--- config.mk ---
export PLATFORM = sky130hd
export DESIGN_NAME = huff_line_writer
export DESIGN_NICKNAME = d
export VERILOG_FILES = /design/src/rtl/mp3_huff_pkg.sv /design/src/rtl/huff_pair_fifo.sv /design/src/rtl/huff_line_writer.sv
export SDC_FILE = /design/constraint.sdc
export NUM_CORES = 1
export LEC_CHECK = 0
export BUFFER_PORTS_ARGS = -buffer_cell sky130_fd_sc_hd__clkbuf_2
export CAP_MARGIN = 5
export CORE_UTILIZATION = 40
export DETAILED_ROUTE_END_ITERATION = 16
export GPL_TIMING_DRIVEN = 0
export PLACE_DENSITY = 0.58
export RECOVER_POWER = 50
export SYNTH_ARGS = -nofsm -noshare
export SYNTH_HDL_FRONTEND = slang
export SYNTH_SLANG_ARGS = --single-unit
--- constraint.sdc ---
create_clock -name clk -period 3.2 [get_ports clk]
set_clock_uncertainty 0.2 [all_clocks]
set_input_delay 0.32 -clock clk [delete_from_list [all_inputs] [get_ports clk]]
set_output_delay 0.32 -clock clk [all_outputs]
set_load 0.02 [all_outputs]
--- src/rtl/mp3_huff_pkg.sv ---
// Shared types and constants for the Huffman line-writer path.
package mp3_huff_pkg;

    localparam int NUM_LINES      = 576;
    localparam int MAX_BIG_VALUES = 288;
    localparam int SAMPLE_W       = 16;
    localparam int ADDR_W         = 10;
    localparam int BV_W           = 9;

    typedef enum logic [2:0] {
        S_IDLE   = 3'd0,
        S_DECODE = 3'd1,
        S_DRAIN  = 3'd2,
        S_ZFILL  = 3'd3,
        S_DONE   = 3'd4
    } hlw_state_t;

    typedef struct packed {
        logic signed [SAMPLE_W-1:0] x;
        logic signed [SAMPLE_W-1:0] y;
    } pair_t;

    // A granule cannot hold more than MAX_BIG_VALUES pairs (2 lines each).
    function automatic logic [BV_W-1:0] clamp_bv(input logic [BV_W-1:0] bv);
        return (bv > BV_W'(MAX_BIG_VALUES)) ? BV_W'(MAX_BIG_VALUES) : bv;
    endfunction

endpackage

--- src/rtl/huff_pair_fifo.sv ---
// Small synchronous FIFO of decoded (x, y) pairs. Push when full and pop
// when empty are ignored; the owner decides what a refused push means.
module huff_pair_fifo
    import mp3_huff_pkg::*;
#(
    parameter int DEPTH = 4
)
(
    input  logic                   clk,
    input  logic                   rst_n,
    input  logic                   push,
    input  logic                   pop,
    input  pair_t                  wdata_i,
    output pair_t                  rdata_o,
    output logic                   full,
    output logic                   empty,
    output logic [$clog2(DEPTH):0] count
);

    localparam int             AW       = $clog2(DEPTH);
    localparam logic [AW:0]    FULL_CNT = (AW+1)'(DEPTH);

    pair_t         mem_q [DEPTH];
    logic [AW-1:0] wr_ptr_q;
    logic [AW-1:0] rd_ptr_q;
    logic [AW:0]   count_q;
    logic          do_push;
    logic          do_pop;

    assign full    = (count_q == FULL_CNT);
    assign empty   = (count_q == '0);
    assign count   = count_q;
    assign rdata_o = mem_q[rd_ptr_q];
    assign do_push = push && !full;
    assign do_pop  = pop && !empty;

    // Storage array; contents are don't-care until written.
    always_ff @(posedge clk) begin
        if (do_push) begin
            mem_q[wr_ptr_q] <= wdata_i;
        end
    end

    // Pointers and occupancy; simultaneous push and pop leave count unchanged.
    always_ff @(posedge clk or negedge rst_n) begin
        if (!rst_n) begin
            wr_ptr_q <= '0;
            rd_ptr_q <= '0;
            count_q  <= '0;
        end else begin
            if (do_push) wr_ptr_q <= wr_ptr_q + AW'(1);
            if (do_pop)  rd_ptr_q <= rd_ptr_q + AW'(1);
            case ({do_push, do_pop})
                2'b10:   count_q <= count_q + (AW+1)'(1);
                2'b01:   count_q <= count_q - (AW+1)'(1);
                default: count_q <= count_q;
            endcase
        end
    end

endmodule

--- src/rtl/huff_line_writer.sv ---
// Writes decoded Huffman pairs as consecutive frequency lines into the
// granule line RAM, then zero-fills the remainder of the 576-line granule.
//
// Handshake: axiov is a valid-only strobe (no ready); a pair is taken on
// every cycle axiov is high. bit_stall is the back-pressure: while it is high
// the upstream must not feed new bits, and the FIFO keeps two free slots so a
// pair already in flight when stall rises is still accepted.
module huff_line_writer
    import mp3_huff_pkg::*;
#(
    parameter int FIFO_DEPTH = 4
)
(
    input  logic                       clk,
    input  logic                       rst_n,
    input  logic                       start,
    input  logic [BV_W-1:0]            big_values,
    input  logic                       axiov,
    input  logic signed [SAMPLE_W-1:0] x_val,
    input  logic signed [SAMPLE_W-1:0] y_val,
    output logic                       bit_stall,
    output logic                       line_we,
    output logic [ADDR_W-1:0]          line_addr,
    output logic [SAMPLE_W-1:0]        line_data,
    output logic                       busy,
    output logic                       done,
    output logic                       err_extra,
    output hlw_state_t                 dbg_state
);

    localparam int               CNT_W     = $clog2(FIFO_DEPTH) + 1;
    localparam logic [CNT_W-1:0] STALL_LVL = CNT_W'(FIFO_DEPTH - 2);
    localparam logic [ADDR_W-1:0] LAST_LINE = ADDR_W'(NUM_LINES - 1);
    localparam logic [ADDR_W-1:0] END_LINE  = ADDR_W'(NUM_LINES);

    hlw_state_t         state_q, state_d;
    logic [BV_W-1:0]    bv_q, bv_d;
    logic [BV_W-1:0]    pair_cnt_q, pair_cnt_d;
    logic [BV_W-1:0]    pair_cnt_inc;
    logic [ADDR_W-1:0]  wr_addr_q, wr_addr_d;
    logic               phase_q, phase_d;     // 0: x next, 1: y next
    logic               line_we_q, line_we_d;
    logic [ADDR_W-1:0]  line_addr_q, line_addr_d;
    logic [SAMPLE_W-1:0] line_data_q, line_data_d;
    logic               busy_q, busy_d;
    logic               done_q, done_d;
    logic               err_q, err_d;
    logic               stall_q, stall_d;

    logic               fifo_push;
    logic               fifo_pop;
    logic               fifo_full;
    logic               fifo_empty;
    logic [CNT_W-1:0]   fifo_count;
    pair_t              fifo_wdata;
    pair_t              fifo_head;

    assign fifo_wdata   = {x_val, y_val};
    assign pair_cnt_inc = pair_cnt_q + BV_W'(1);

    huff_pair_fifo #(
        .DEPTH (FIFO_DEPTH)
    ) u_fifo (
        .clk     (clk),
        .rst_n   (rst_n),
        .push    (fifo_push),
        .pop     (fifo_pop),
        .wdata_i (fifo_wdata),
        .rdata_o (fifo_head),
        .full    (fifo_full),
        .empty   (fifo_empty),
        .count   (fifo_count)
    );

    // Next-state, counters, line writer and registered-output next values.
    always_comb begin
        state_d     = state_q;
        bv_d        = bv_q;
        pair_cnt_d  = pair_cnt_q;
        wr_addr_d   = wr_addr_q;
        phase_d     = phase_q;
        line_we_d   = 1'b0;
        line_addr_d = line_addr_q;
        line_data_d = line_data_q;
        done_d      = 1'b0;
        err_d       = err_q;
        fifo_push   = 1'b0;
        fifo_pop    = 1'b0;

        case (state_q)
            S_IDLE: begin
                if (start) begin
                    bv_d       = clamp_bv(big_values);
                    pair_cnt_d = '0;
                    wr_addr_d  = '0;
                    phase_d    = 1'b0;
                    err_d      = 1'b0;
                    state_d    = (clamp_bv(big_values) != '0) ? S_DECODE : S_ZFILL;
                end
            end
            S_DECODE: begin
                if (axiov) begin
                    if (!fifo_full) begin
                        fifo_push  = 1'b1;
                        pair_cnt_d = pair_cnt_inc;
                        if (pair_cnt_inc == bv_q) state_d = S_DRAIN;
                    end else begin
                        err_d = 1'b1;
                    end
                end
            end
            S_DRAIN: begin
                if (fifo_empty && !phase_q) begin
                    state_d = (wr_addr_q == END_LINE) ? S_DONE : S_ZFILL;
                end
            end
            S_ZFILL: begin
                line_we_d   = 1'b1;
                line_addr_d = wr_addr_q;
                line_data_d = '0;
                wr_addr_d   = wr_addr_q + ADDR_W'(1);
                if (wr_addr_q == LAST_LINE) state_d = S_DONE;
            end
            S_DONE: begin
                done_d  = 1'b1;
                state_d = S_IDLE;
            end
            default: state_d = S_IDLE;
        endcase

        // Pair writer: x then y of the head pair, pop after y.
        if ((state_q == S_DECODE || state_q == S_DRAIN) && !fifo_empty) begin
            line_we_d   = 1'b1;
            line_addr_d = wr_addr_q;
            line_data_d = phase_q ? fifo_head.y : fifo_head.x;
            wr_addr_d   = wr_addr_q + ADDR_W'(1);
            phase_d     = !phase_q;
            fifo_pop    = phase_q;
        end

        // A pair arriving outside DECODE has nowhere to go.
        if (axiov && state_q != S_DECODE) err_d = 1'b1;

        busy_d  = (state_d != S_IDLE);
        stall_d = (fifo_count >= STALL_LVL);
    end

    // State and output registers; reset aborts any granule in progress.
    always_ff @(posedge clk or negedge rst_n) begin
        if (!rst_n) begin
            state_q     <= S_IDLE;
            bv_q        <= '0;
            pair_cnt_q  <= '0;
            wr_addr_q   <= '0;
            phase_q     <= 1'b0;
            line_we_q   <= 1'b0;
            line_addr_q <= '0;
            line_data_q <= '0;
            busy_q      <= 1'b0;
            done_q      <= 1'b0;
            err_q       <= 1'b0;
            stall_q     <= 1'b0;
        end else begin
            state_q     <= state_d;
            bv_q        <= bv_d;
            pair_cnt_q  <= pair_cnt_d;
            wr_addr_q   <= wr_addr_d;
            phase_q     <= phase_d;
            line_we_q   <= line_we_d;
            line_addr_q <= line_addr_d;
            line_data_q <= line_data_d;
            busy_q      <= busy_d;
            done_q      <= done_d;
            err_q       <= err_d;
            stall_q     <= stall_d;
        end
    end

    assign bit_stall = stall_q;
    assign line_we   = line_we_q;
    assign line_addr = line_addr_q;
    assign line_data = line_data_q;
    assign busy      = busy_q;
    assign done      = done_q;
    assign err_extra = err_q;
    assign dbg_state = state_q;

endmodule

# Word-level counts from Yosys, hierarchy flattened
# Memory sizes are Yosys's and may differ from the RTL's.
# Cells that the tools add are included.
classes:
  n_addsub: 6
  n_lt_le_gt_ge: 2
  eq_ne: 18
  muxes: 39
  n_reduce_logical: 25
op_table:
  columns: ["operator", "count"]
  rows:
  - ["16-bit two-way mux", 3]
  - ["10-bit two-way mux", 4]
  - ["9-bit two-way mux", 4]
  - ["3-bit two-way mux", 7]
  - ["10-bit equality test (second input constant)", 2]
  - ["10-bit case mux with 2 select lines", 1]
  - ["9-bit case mux with 2 select lines", 1]
  - ["1-bit two-way mux", 15]
  - ["3-bit case mux with 4 select lines", 1]
  - ["10-bit by 1-bit adder with 10-bit output (second input constant)", 1]
  - ["2-bit nonzero test", 5]
  - ["9-bit by 1-bit adder with 9-bit output (second input constant)", 1]
  - ["9-bit equality test", 1]
  - ["9-bit greater-than comparator (second input constant)", 1]
  - ["3-bit nonzero test", 3]
  - ["9-bit nonzero test", 1]
  - ["4-bit AND reduction", 2]
  - ["3-bit by 2-bit equality test with 1-bit output (second input constant)", 2]
  - ["3-bit equality test (second input constant)", 2]
  - ["3-bit logical NOT", 2]
  - ["2-bit inequality test (second input constant)", 3]
  - ["3-bit by 2-bit inequality test with 1-bit output (second input constant)", 2]
  - ["3-bit inequality test (second input constant)", 2]
  - ["3-bit case mux with 2 select lines", 1]
  - ["14 further kinds", 23]
totals:
  reg_bits: 70
  ramBits: 128
  input_bits: 45
  out_inout_bits: 34
  n_memories: 1
memory_table:
  columns: ["memory", "depth", "word_bits", "read_ports", "rd_clocked_by_memory_dff", "wr", "line_no", "source"]
  rows:
  - ["u_fifo.mem_q", 4, 32, 1, 0, 1, "huff_pair_fifo.sv:23", "pair_t mem_q [DEPTH];"]

# Longest topological paths before layout
depth:
  depth_word: 7
  mapped_depth: 11
  ltp_nobuf: 9

# By module
# From an unflattened synthesis, not the netlist that was laid out.
hier_totals:
  cells_unflattened: 542
  area_unflattened_um2: 8296.7
by_module_without_submodules:
  columns: ["module", "n_inst", "cells_per_inst", "area_per_inst_um2", "seq_area_each_um2"]
  rows:
  - ["huff_pair_fifo", 1, 205, 5091.1, 4018.9]
  - ["huff_line_writer", 1, 337, 3205.6, 1576.5]

# Least setup slack after synthesis
# Ideal clock, no wire load.
synth_path:
  path_kind: "reg2reg"
  startpoint: "register state_q[2] (netlist: dbg_state[2])"
  endpoint: "memory u_fifo.mem_q[0][0] (netlist name) (enable)"
  setup_time_ps: 392
  t_arrival_ps: 2352
  path_slack_ps: 256
  stages_incl_launch_ff: 6
  path_buffers: 2
  period_less_slack_ps: 2944
  path_cell_list: "dfrtp_1 buf_2 or3b_4 nor3_4 buf_2 and2_1"
synth_via:
  elab_chain_len: 5
synth_lines:
  columns: ["element", "line_no", "source"]
  rows:
  - ["from (decl)", "huff_line_writer.sv:36", "hlw_state_t state_q, state_d;"]
  - ["from (signal assigned)", "huff_line_writer.sv:164", "state_q <= state_d;"]
  - ["3-bit by 1-bit equality test with 1-bit output", "huff_line_writer.sv:90", "case (state_q)"]
  - ["1-bit two-way mux", "huff_line_writer.sv:90", null]
  - ["1-bit logical AND", "huff_pair_fifo.sv:34", "assign do_push = push && !full;"]
  - ["1-bit two-way mux", "huff_pair_fifo.sv:39", "if (do_push) begin"]
  - ["1-bit two-way mux (not written as such)", "huff_pair_fifo.sv:40", "mem_q[wr_ptr_q] <= wdata_i;"]
  - ["to (decl)", "huff_pair_fifo.sv:23", null]
# Every way passes these cells.

# Final worst setup path
layout_path:
  startpoint: "register state_q[2] (netlist: dbg_state[2])"
  endpoint: "memory u_fifo.mem_q[0][3] (netlist name) (enable)"
# Same word-level chain as after synthesis.

==> results.md <==
- Post-synth EDFFs: 128
- Final ANT Viol Nets: 0
- Later-pin clock latency in the skew report: 0.44 ns
- Async SR Flop Fraction: 0.354
- Number of synthesized register bits: ~200
- Initial antenna violation count: 0
- WP data required: roughly 3 ns
- Pleak: roughly 3.7 nW
- Ys Warns: 0
- Setup CP Type: flip-flop to flip-flop
- Chip width: 145 µm
- DRT Pass-1 Iters: 4
- Sink Count: around 200
- Power Internal: between 0.005 and 0.006 W
- Synthesized area: 8160 µm²
- R2R setup slack: around 0.21 ns
- Measured slew at the worst slew-check pin: roughly 1.4 ns
- Worst EP arrival: 2.85 ns
- CTS Root Cell: clkbuf_16
- Most frequent cells in the layout: edfxtp_1, dfrtp_1, clkbuf_1, dlygate4sd3_1, mux4_2
- Maximum vdd drop: approximately 0.00047 V
- Max Clock Freq: around 330 MHz
- Yosys cell types: around 50
- Die height: roughly 140 µm
- CTS tree: yes
- DRC viols: 0
- Synth area leaders: edfxtp_1, dfrtp_1, mux4_2, mux2i_1, o21ai_0
- Hold WC Path Type: primary input to flip-flop
- CP Capture Type: flip-flop
- Vias in the first global route: 5018
- Post-route minimum period: 2.99 ns
- IO Pins: a little under 80
- Max-slew violations: 0
- Final hold violation count: 0
- Syn_nets: between 500 and 600
- Final WL: between 15 and 20 mm
- Crit Reg-Reg Startpoint: dbg_state[2]
- Hold path depth: 3
- Overall die area: 21000 µm²
- Power share of the sequential group: 0.411
- RR Endpoint: u_fifo.mem_q[0][3]
- Grt total ovfl: 0
- Clock slew at reported path FFs: around 0.070 ns
- Diode count: 0
- Clock share of power: 0.250
- Share of layout cells above drive strength 1: 0.202
- Hold Slack: between 0.2 and 0.25 ns
- CP Launch Type: flip-flop
- Syn avg cell area: around 16 µm²
- Final Wtd Congestion: roughly 0.79
- Pre-CTS WS: between 0.2 and 0.25 ns
- Seq/Total Area, Yosys: 0.686
- Largest net degree at the start of global routing: 51
- Largest area contributor in the netlist: edfxtp_1
- Count of final setup violators: 0
- Fin util: 0.505
- Worst setup margin: between 0.2 and 0.25 ns
- H-Tree Level Count: 4
- CTS resizes: 0
- Gr usage total: 0.180
- Hold Startpoint: start
- Layout net count: between 700 and 800
- Clk buf depth: 2
- Drt wl/cell: ~19 µm
- CTS buffer count: 17
- # port buffers: just under 80
- Logic pwr share: 0.340
- Post-route clock period utilization: 0.933
- 1st-iter DRT viols: ~260
- P per Cell Area: 886 nW/µm²
- Area Overhead vs Synth: 22.2%
- Relative slew slack: 0.0654
- Status: completed
- RSZ-0062 raised after global routing: no
- Final setup TNS: 0 ns
- FP Rows: slightly above 50
- Setup bufs post-CTS: 0
- Cells after Synth: 511
- Starting Density: 0.414
- CP Max Fanout: 32
- Detailed Place HPWL: 11.1 mm
- Top-area cell type share of the netlist area: 0.471
- Max-Cap Viols: 0
- Switching power total: slightly above 0.003 W
- FF-to-FF path depth: 5
- Design area: approximately 10000 µm²
- Commonest non-fill, non-tap cell in the layout: edfxtp_1
- Placed cell areas: between 8000 and 9000 µm²
- Core ar.: 19700 µm²
- Vias after detailed routing: 4935
- Via-per-instance ratio: between 5 and 6
- First-pass GRT wire length: between 20 and 30 mm
- Switching fraction of total power: 0.351
- Post-synth top flop: edfxtp_1
- Worst Hold Path EP: bv_q[4]
[flip-flops by register name, summed over array words and instances (netlist names), 2 cells and up]
signal	count
wr_addr_q	10
u_fifo.count	3
u_fifo.rd_ptr_q	2
bv_q	9
pair_cnt_q	9
u_fifo.wr_ptr_q	2
dbg_state	3
u_fifo.mem_q	128
line_data	16
line_addr	10
[what timing repair did]
item,in CTS,in global routing
endpoints found under the setup margin,0,0
hold buffers,44,0
hold endpoints to repair,208,0
[per-layer routing]
metal / part of all wire / vias up / track usage
met5: 0 / - / 0
met3: 0.053 / 24 / 0.0487
met1: 0.44 / 2516 / 0.232
met4: 0.016 / 0 / 0.0626
met2: 0.49 / 133 / 0.292
li1: - / 2262 / -
[cell families (layout without fill, tap and decap cells)]
| group | after synthesis | in the layout | synth area share |
|---|---|---|---|
| xor gates and xnor gates | 21 | 21 | 0.0225 |
| muxes | 61 | 61 | 0.125 |
| DFF | 198 | 198 | 0.686 |
| adders and majority gates | 9 | 9 | 0.0147 |
| buffers and inverters | 39 | 197 | 0.0218 |
| AOI/OAI and AO/OA | 67 | 67 | 0.0525 |
| and+or+nand+nor | 116 | 116 | 0.0770 |
[power by group through the flow]
| stage | logic (W) | registers (W) | clock network (W) |
|---|---|---|---|
| 2_1_floorplan | 0.00192 | 0.00379 | 0 |
| 3_5_place_dp | 0.00303 | 0.00368 | 0 |
| 5_1_grt | 0.00333 | 0.00368 | 0.00235 |
| 4_1_cts | 0.00308 | 0.00363 | 0.00225 |
| 6_report | 0.00300 | 0.00363 | 0.00221 |
| 3_3_place_gp | 0.00292 | 0.00368 | 0 |
[worst max-delay path, stage by stage (launching register included)]
cell and delay (ns):
dfrtp_1 0.38, buf_2 0.18, or3b_4 0.44, nor3_4 0.33, buf_2 0.28, and2_2 0.78
[worst max path at each step]
stage	startpoint	endpoint	slack (ns)	cells after the start
3_5_place_dp	dbg_state[2]	u_fifo.mem_q[0][31]	0.21	5
5_1_grt	dbg_state[2]	u_fifo.mem_q[0][16]	0.04	5
2_1_floorplan	dbg_state[2]	u_fifo.mem_q[0][0]	0.26	5
3_3_place_gp	dbg_state[2]	u_fifo.mem_q[2][31]	-0.50	5
6_report	dbg_state[2]	u_fifo.mem_q[0][3]	0.21	5
4_1_cts	dbg_state[2]	u_fifo.mem_q[0][16]	0.19	5
[metrics by stage]
| stage | power (W) | std cells |
|---|---|---|
| after floorplan | 0.00572 | 511 |
| after global placement | 0.00659 | 854 |
| after detailed placement | 0.00671 | 858 |
| after CTS | 0.00896 | 934 |
| after global routing | 0.00936 | 934 |
| final | 0.00883 | 934 |
[cell type report]
cell class	count	area, µm²
plain buffers	27	133
clock buffers	18	439
clock inverters	14	176
fillers	1691	9750
inverters	12	45.0
multi-input cells	274	2390
flip-flops and latches	198	5600
well taps	265	332
repair buffers	126	858
[synthesized netlist by cell type (all sizes together) (2+ instances only)]
master and number:
nor3b 3, nand2 23, a21oi 7, edfxtp 128, nand3b 4, buf 17, mux4 32, nor4b 2
or3 5, nor2 18, nor3 7, ha 8, a22o 5, a31oi 3, nor4 4, nand4 6
a211oi 2, nor2b 2, o21ai 32, mux2 10, o41ai 2, o31ai 5, dfrtp 70, and2 7
o211ai 5, clkbuf 10, and4 3, mux2i 19, inv 12, xnor2 10, nand3 27, xor2 11
(Power assumes the default switching activity.)
